==> src/rtl/alu_pkg.sv <==
// rtl/alu_pkg.sv - shared ALU select codes and arbiter state encoding
package alu_pkg;

    localparam logic [3:0] ADD   = 4'd0;
    localparam logic [3:0] SUB   = 4'd1;
    localparam logic [3:0] SLL   = 4'd2;
    localparam logic [3:0] SLT   = 4'd3;
    localparam logic [3:0] SLTU  = 4'd4;
    localparam logic [3:0] XOR   = 4'd5;
    localparam logic [3:0] SRL   = 4'd6;
    localparam logic [3:0] SRA   = 4'd7;
    localparam logic [3:0] OR    = 4'd8;
    localparam logic [3:0] AND   = 4'd9;
    localparam logic [3:0] PASSB = 4'd10;

    localparam logic [3:0] ALU_SEL_MAX = 4'd10;

    typedef enum logic {
        ST_IDLE = 1'b0,
        ST_EXEC = 1'b1
    } arb_state_t;

    function automatic logic sel_illegal(input logic [3:0] sel);
        return sel > ALU_SEL_MAX;
    endfunction

endpackage

==> src/rtl/alu.sv <==
// rtl/alu.sv - combinational ALU datapath selected by a 4-bit ALUSel code
module alu
    import alu_pkg::*;
#(
    parameter int WIDTH = 32
) (
    input  logic [3:0]       sel,
    input  logic [WIDTH-1:0] a,
    input  logic [WIDTH-1:0] b,
    output logic [WIDTH-1:0] alu_out,
    output logic             a_is_zero
);

    localparam int SHW = $clog2(WIDTH);

    logic [SHW-1:0] shamt;

    // Shifts use only the low log2(WIDTH) bits of b.
    assign shamt     = b[SHW-1:0];
    assign a_is_zero = (a == '0);

    always_comb begin
        alu_out = '0;
        case (sel)
            ADD:   alu_out = a + b;
            SUB:   alu_out = a - b;
            SLL:   alu_out = a << shamt;
            SLT:   alu_out = {{(WIDTH-1){1'b0}}, ($signed(a) < $signed(b))};
            SLTU:  alu_out = {{(WIDTH-1){1'b0}}, (a < b)};
            XOR:   alu_out = a ^ b;
            SRL:   alu_out = a >> shamt;
            SRA:   alu_out = $unsigned($signed(a) >>> shamt);
            OR:    alu_out = a | b;
            AND:   alu_out = a & b;
            PASSB: alu_out = b;
            default: alu_out = '0;
        endcase
    end

endmodule

==> src/rtl/alu_arbiter.sv <==
// rtl/alu_arbiter.sv - round-robin sharing of one ALU between two requesters
module alu_arbiter
    import alu_pkg::*;
#(
    parameter int WIDTH = 32
) (
    input  logic             clk,
    input  logic             rst,

    input  logic             req0_valid,
    output logic             req0_ready,
    input  logic [3:0]       req0_sel,
    input  logic [WIDTH-1:0] req0_a,
    input  logic [WIDTH-1:0] req0_b,
    output logic             rsp0_valid,
    input  logic             rsp0_ready,
    output logic [WIDTH-1:0] rsp0_data,
    output logic             rsp0_zero,
    output logic             rsp0_err,

    input  logic             req1_valid,
    output logic             req1_ready,
    input  logic [3:0]       req1_sel,
    input  logic [WIDTH-1:0] req1_a,
    input  logic [WIDTH-1:0] req1_b,
    output logic             rsp1_valid,
    input  logic             rsp1_ready,
    output logic [WIDTH-1:0] rsp1_data,
    output logic             rsp1_zero,
    output logic             rsp1_err,

    output logic             busy
);

    arb_state_t       state, state_nxt;
    logic             last_grant;
    logic             owner;
    logic [3:0]       op_sel;
    logic [WIDTH-1:0] op_a;
    logic [WIDTH-1:0] op_b;
    logic             op_err;

    logic             elig0, elig1;
    logic             accept;
    logic             acc_owner;
    logic [3:0]       acc_sel;
    logic [WIDTH-1:0] acc_a, acc_b;

    logic [WIDTH-1:0] alu_out;
    logic             a_is_zero;
    logic [WIDTH-1:0] rsp_data_nxt;

    // A requester with a held response is not eligible, so its slot can never be overwritten.
    assign elig0 = req0_valid && !rsp0_valid;
    assign elig1 = req1_valid && !rsp1_valid;

    always_comb begin
        state_nxt  = state;
        req0_ready = 1'b0;
        req1_ready = 1'b0;
        case (state)
            ST_IDLE: begin
                if (!rst) begin
                    if (elig0 && (!elig1 || last_grant)) begin
                        req0_ready = 1'b1;
                    end else if (elig1) begin
                        req1_ready = 1'b1;
                    end
                end
                if (req0_ready || req1_ready) begin
                    state_nxt = ST_EXEC;
                end
            end
            ST_EXEC: state_nxt = ST_IDLE;
            default: state_nxt = ST_IDLE;
        endcase
    end

    assign accept    = req0_ready || req1_ready;
    assign acc_owner = req1_ready;
    assign acc_sel   = acc_owner ? req1_sel : req0_sel;
    assign acc_a     = acc_owner ? req1_a   : req0_a;
    assign acc_b     = acc_owner ? req1_b   : req0_b;
    assign busy      = (state == ST_EXEC);

    always_ff @(posedge clk or posedge rst) begin
        if (rst) begin
            state      <= ST_IDLE;
            last_grant <= 1'b1;
            owner      <= 1'b0;
            op_sel     <= '0;
            op_a       <= '0;
            op_b       <= '0;
            op_err     <= 1'b0;
        end else begin
            state <= state_nxt;
            if (accept) begin
                owner      <= acc_owner;
                last_grant <= acc_owner;
                // Illegal codes are parked as ADD so the ALU never sees them.
                op_sel     <= sel_illegal(acc_sel) ? ADD : acc_sel;
                op_err     <= sel_illegal(acc_sel);
                op_a       <= acc_a;
                op_b       <= acc_b;
            end
        end
    end

    alu #(
        .WIDTH (WIDTH)
    ) u_alu (
        .sel       (op_sel),
        .a         (op_a),
        .b         (op_b),
        .alu_out   (alu_out),
        .a_is_zero (a_is_zero)
    );

    assign rsp_data_nxt = op_err ? '0 : alu_out;

    always_ff @(posedge clk or posedge rst) begin
        if (rst) begin
            rsp0_valid <= 1'b0;
            rsp0_data  <= '0;
            rsp0_zero  <= 1'b0;
            rsp0_err   <= 1'b0;
        end else begin
            if (rsp0_valid && rsp0_ready) begin
                rsp0_valid <= 1'b0;
            end
            if (state == ST_EXEC && !owner) begin
                rsp0_valid <= 1'b1;
                rsp0_data  <= rsp_data_nxt;
                rsp0_zero  <= a_is_zero;
                rsp0_err   <= op_err;
            end
        end
    end

    always_ff @(posedge clk or posedge rst) begin
        if (rst) begin
            rsp1_valid <= 1'b0;
            rsp1_data  <= '0;
            rsp1_zero  <= 1'b0;
            rsp1_err   <= 1'b0;
        end else begin
            if (rsp1_valid && rsp1_ready) begin
                rsp1_valid <= 1'b0;
            end
            if (state == ST_EXEC && owner) begin
                rsp1_valid <= 1'b1;
                rsp1_data  <= rsp_data_nxt;
                rsp1_zero  <= a_is_zero;
                rsp1_err   <= op_err;
            end
        end
    end

endmodule

==> config.mk <==
export PLATFORM = sky130hd
export DESIGN_NAME = alu_arbiter
export DESIGN_NICKNAME = d
export VERILOG_FILES = /design/src/rtl/alu_pkg.sv /design/src/rtl/alu.sv /design/src/rtl/alu_arbiter.sv
export SDC_FILE = /design/constraint.sdc
export NUM_CORES = 1
export LEC_CHECK = 0
export ABC_AREA = 1
export CAP_MARGIN = 10
export CORE_MARGIN = 2
export CORE_UTILIZATION = 50
export DETAILED_ROUTE_END_ITERATION = 8
export PLACE_DENSITY = 0.79
export SLEW_MARGIN = 30
export SYNTH_ARGS = -nofsm -noshare
export SYNTH_HDL_FRONTEND = slang
export SYNTH_SLANG_ARGS = --single-unit
==> constraint.sdc <==
create_clock -name clk -period 5.75 [get_ports clk]
set_input_delay 0.575 -clock clk [delete_from_list [all_inputs] [get_ports clk]]
set_output_delay 0.575 -clock clk [all_outputs]
set_load 0.005 [all_outputs]
==> results.ini, run 1 <==
[setup_path]
critPathMaxStageDelay_ns=0.78
crit_buf_inv=4
worstSetupEndpointType=primary output
path_common_cell=clkdlybuf4s50_1
cp_slowest_cell=clkinv_2
crit_required_ns=5.18
path_cells=clkdlybuf4s50_1 -> inv_1 -> nor2_1 -> nand2_1 -> nand4_2 -> clkinv_2 -> clkdlybuf4s50_1
critPathLaunchType=primary input
critPathTopFamily=buffers and inverters
arrival_ns=3.59
worstSetupPathType=in -> out
crit_fanout=67

[logic_synthesis]
async_reset_ff_share_pct=100
avgSynthCellArea_um2=5.76
ys_seq_area_share_pct=22.0
synth_ff_type=dfrtp_1
synth_edf_count=0
synth_cell_types=43
synth_area_um2=16200
yosysWarnings=0
netlist_top_cells_count=nand2_1, nand3_1, inv_1, nor2_1, dfrtp_1
synth_cells=2807
synth_top_area_cell=nand2_1
synth.area.top_cells=nand2_1, dfrtp_1, nand3_1
synthDominantCellAreaShare_pct=23.8
syn_nets=3055
yosysMostFrequentCell=nand2_1
ys_seq_elements=142

[clock_tree]
clk_pin_slew_worst_paths_ns=0.06
holdBufCountCts=0
post_cts_resized=0
clk_latency_ns=0.48
clockBufferDepth=2
cts_buffers=17
cts_tree=built
root_buffer=clkbuf_16
htreeDepth=4
post_cts_buffers=0
cts.sinks=142

[timing]
finalCriticalPeriod_ns=4.17
finalHoldViolCount=0
worst_pin_slew_ns=1.05
maxSlewHeadroom_pct=30.1
finClkSkew_ns=0.0246
final_max_slew_viol_count=0
clock.fmax_ghz=0.240
period_share_pct=72.5
setup_viol=0
fin_setup_tns_ns=0
rsz0062_at_grt=false

[placed_design]
place_hpwl_um=61800
gp_congestion=1.10
port_buffers=214
post-place-cells=3315

[drt]
final_antenna_net_count=0
via_count=20600
drc=1
wl_um=78200
routedWlPerCell_um=23.3
first_pass_iters=9
drtIter0Drc=2512
via_per_inst=6.13

[layout]
final_nets=3180
final_cell_count_no_fill=3350
area_growth_pct=17.7
drive_gt1_share_pct=3.40
num-fill-cells=3110

[floorplanning]
start_util_pct=51.0
fp.coreArea_um2=31700
placementRows=65
io_pins=215
die_w_um=184
dieHeight_um=184
dieArea_um2=33800

[global_route]
antenna_found_initial=4
grt_max_degree=79
grt_remaining_overflow=0
first_global_vias=19400
grt_usage_pct=46.5
grt_pass1_wl_um=116000

[outcome]
violations=DRC
outcome=complete, but fails checks

[run]
drv_cap=0

[power]
irDropWorstVdd_v=0.000392
powerDensity_nw_per_um2=752
p_leak_uw=0.00986

[worst_hold_path]
hold_class=reg -> reg

-- layer usage --
metal,wire length (um),GRT usage [%],up-vias
met5,36,0,-
met4,7660,39.1,4
met3,8360,11.4,402
met2,33600,71.8,1380
met1,28500,54.3,9424
li1,-,-,9340
-- metrics by stage --
step,worst slack [ns],total power (uW),area (um^2),hold WS (ns),utilization (%)
global placement,1.97,12400,18400,0.463,58.0
CTS,1.84,13700,19000,0.481,59.9
floorplan,1.37,8620,16200,0.458,-
finish,1.58,14300,19000,0.478,60.0
detailed placement,1.90,12500,18400,0.464,58.0
global route,1.47,15100,19000,0.497,59.9
-- logic make-up after synthesis --
kind of cell	share of synthesized area (%)
flip-flops	22.0
AO/OA/AOI/OAI	9.70
XOR/XNOR	0.0542
AND/OR/NAND/NOR	48.4
adder cells (fa/ha/maj)	8.30
buffers and inverters	11.5
-- path summary, 6_finish.rpt --
path / startpoint / end / slack [ns] / cells after the start
hold / removal: rsp1_data[6] / rsp1_data[6] / 0.48 / 2
hold reg to reg: rsp1_data[6] / rsp1_data[6] / 0.48 / 2
setup reg to reg: op_b[0] / rsp1_data[17] / 2.11 / 16
setup / recovery: req0_valid / req1_ready / 1.58 / 7
min in group asynchronous: rst / owner / 0.49 / 2
max in group asynchronous: rst / rsp1_data[6] / 4.29 / 3
-- layout make-up --
cell class | instances | area (um^2) | share of cell area (%)
Inverter | 332 | 1260 | 6.60
Timing Repair Buffer | 237 | 2320 | 12.2
Clock buffer | 21 | 450 | 2.37
Antenna cell | 3 | 7.51 | 0.0395
Sequential cell | 142 | 3560 | 18.7
Clock inverter | 11 | 143 | 0.750
Tap cell | 402 | 503 | 2.64
Multi-Input combinational cell | 2202 | 10800 | 56.7
-- sequential cells by signal, indices dropped and copies added, names as in the netlist --
register,count
rsp1_err,1
op_err,1
rsp0_data,32
owner,1
op_a,32
last_grant,1
busy,1
rsp0_valid,1
op_b,32
rsp0_zero,1
rsp1_valid,1
rsp1_zero,1
op_sel,4
rsp0_err,1
rsp1_data,32
-- power by group --
group          internal, uW  switching [uW]
Clock                   692             508
Sequential             1410             643
Combinational          3110            7940
-- worst reg2reg max path, cell delays in order (launching register included) --
cell and delay (ns):
dfrtp_1 0.32, buf_4 0.39, inv_4 0.27, nand2_1 0.44
nand2_1 0.10, nand2_1 0.11, o21ai_1 0.17, nand2_1 0.10
nand2_1 0.14, nand2_1 0.10, nand2_1 0.08, nand2_1 0.12
nand2_1 0.07, nor2_1 0.43, nand3_1 0.43, nand3_1 0.18
nand2_1 0.08
-- placed cells by master, fill, tap and decap left out, types with 4 or more instances in the layout --
| cell | netlist | layout |
|---|---|---|
| clkbuf_16 | 0 | 17 |
| o21bai_1 | 7 | 7 |
| o21ai_1 | 8 | 7 |
| nor3_1 | 19 | 18 |
| or2_2 | 7 | 7 |
| clkdlybuf4s50_1 | 0 | 214 |
| o21ai_0 | 55 | 55 |
| nor4_1 | 12 | 10 |
| dfrtp_1 | 141 | 139 |
| a21oi_1 | 58 | 58 |
| o211ai_1 | 76 | 76 |
| nand3b_1 | 4 | 4 |
| inv_2 | 11 | 14 |
| clkinv_2 | 0 | 6 |
| nand4_1 | 23 | 23 |
| o22ai_1 | 40 | 40 |
| buf_4 | 3 | 22 |
| nand2_2 | 6 | 7 |
| nor2_1 | 181 | 179 |
| nand2_1 | 1026 | 1025 |
| and2_1 | 13 | 13 |
| inv_1 | 319 | 313 |
| nand3_1 | 537 | 537 |
| ha_1 | 104 | 104 |
No activity file was read; power rests on OpenSTA's default activity.
==> run 2: changes to the inputs <==
- clock period: 5.75 -> 4 ns (I/O delays scaled with it)
==> results.ini, run 2 (synthesis results as in run 1) <==
[floorplanning]
fp.coreArea_um2=31700
start_util_pct=51.0
die_w_um=184
placementRows=65
dieHeight_um=184
io_pins=215
dieArea_um2=33800

[drt]
routedWlPerCell_um=23.9
first_pass_iters=8
drc=0
final_antenna_net_count=0
via_count=20800
wl_um=80400
drtIter0Drc=3258
via_per_inst=6.18

[setup_path]
arrival_ns=2.99
crit_path_start=rsp1_valid
rr_worst_depth=15
crit_fanout=34
r2r-start=op_b[0]
path_cells=inv_1 -> nand3_1 -> nand2_1 -> nand4_2 -> inv_2 -> clkdlybuf4s50_1
cp_slowest_cell=clkdlybuf4s50_1
crit_required_ns=3.60
worstSetupPathType=reg -> out
rr_endpoint=rsp0_data[22]
critPathLaunchType=flip-flop
critPathMaxStageDelay_ns=0.67
worstSetupEndpointType=primary output
r2r_setup_slack_ns=0.67
crit_end=req1_ready

[global_route]
grt_util_met3_pct=13.9
grt_remaining_overflow=0
grt_busiest_layer=met2
grt_use_met2_pct=72.7
grt_pass1_wl_um=119000
met1_usage_pct=57.7
antenna_found_initial=1
first_global_vias=19900
grt_max_degree=78
grt_usage_pct=47.6

[timing]
period_share_pct=84.7
maxSlewHeadroom_pct=31.9
finalCriticalPeriod_ns=3.39
rsz0062_at_grt=false
worst_pin_slew_ns=1.02
finalHoldViolCount=0
finClkSkew_ns=0.0140
fin_setup_tns_ns=0
final_max_slew_viol_count=0
setup_viol=0
clock.fmax_ghz=0.295

[clock_tree]
htreeDepth=4
root_buffer=clkbuf_16
cts_tree=built
post_cts_resized=0
cts_buffers=17
cts.sinks=142
clockBufferDepth=2
clk_pin_slew_worst_paths_ns=0.07
clk_latency_ns=0.46
post_cts_buffers=0
holdBufCountCts=0

[layout]
final_cell_mix=nand2_1, nand3_1, inv_1, clkdlybuf4s50_1, nor2_1
multi_input_area_um2=10800
final_cell_count_no_fill=3369
final_nets=3203
num-fill-cells=3138
drive_gt1_share_pct=3.98
area_growth_pct=18.5
seq_area_um2=3560
diodes=0
final_common_cell=nand2_1

[run]
drv_cap=0

[placed_design]
place_hpwl_um=65000
port_buffers=214
gp_congestion=1.16
post-place-cells=3337

[outcome]
outcome=complete, no violations

[power]
powerDensity_nw_per_um2=1070
irDropWorstVdd_v=0.000748
p_leak_uw=0.00995

[worst_hold_path]
hold_class=in -> async

run 2: report_power, final:
group	switching, uW	internal, uW
clock network	715	852
registers	662	2040
logic	11700	4580
total	13100	7470
run 2: routing by layer:
metal | up-vias | part of all wire, %
met2 | 1478 | 43
met1 | 9578 | 37
met4 | 2 | 8.1
li1 | 9386 | -
met5 | - | 0.014
met3 | 376 | 12
run 2: how the worst min path moves through the flow:
stage                          endpoint  slack (ns)
after CTS                 rsp1_data[13]        0.48
after global placement     rsp1_data[1]        0.46
after floorplan              last_grant        0.46
after detailed placement  rsp1_data[13]        0.47
final                          op_a[19]        0.32
after global routing           op_a[18]        0.37
run 2: cell type report:
| type | instances | area share [%] |
|---|---|---|
| Inverter | 332 | 6.54 |
| Multi-Input combinational cell | 2202 | 56.2 |
| Tap cell | 402 | 2.63 |
| Timing Repair Buffer | 260 | 13.2 |
| Clock buffer | 18 | 2.24 |
| Sequential cell | 142 | 18.6 |
| Clock inverter | 13 | 0.608 |
run 2: through the flow:
stage,cell area (um^2),utilization (%),hold WS (ns),worst slack (ns),total power (uW)
after global placement,18600,58.6,0.464,0.779,18000
after global routing,19100,60.4,0.368,0.448,21700
final,19100,60.4,0.323,0.613,20600
after CTS,19100,60.3,0.481,0.687,19700
after floorplan,16200,-,0.458,1.37,12400
after detailed placement,18600,58.6,0.468,0.729,18100
run 2: worst max-delay path: cells and delay by family, from the launching register on:
kind	cells	cell delay, ns
flip-flops	1	0.39
buffers and inverters	3	1.50
AND/OR/NAND/NOR	3	0.64
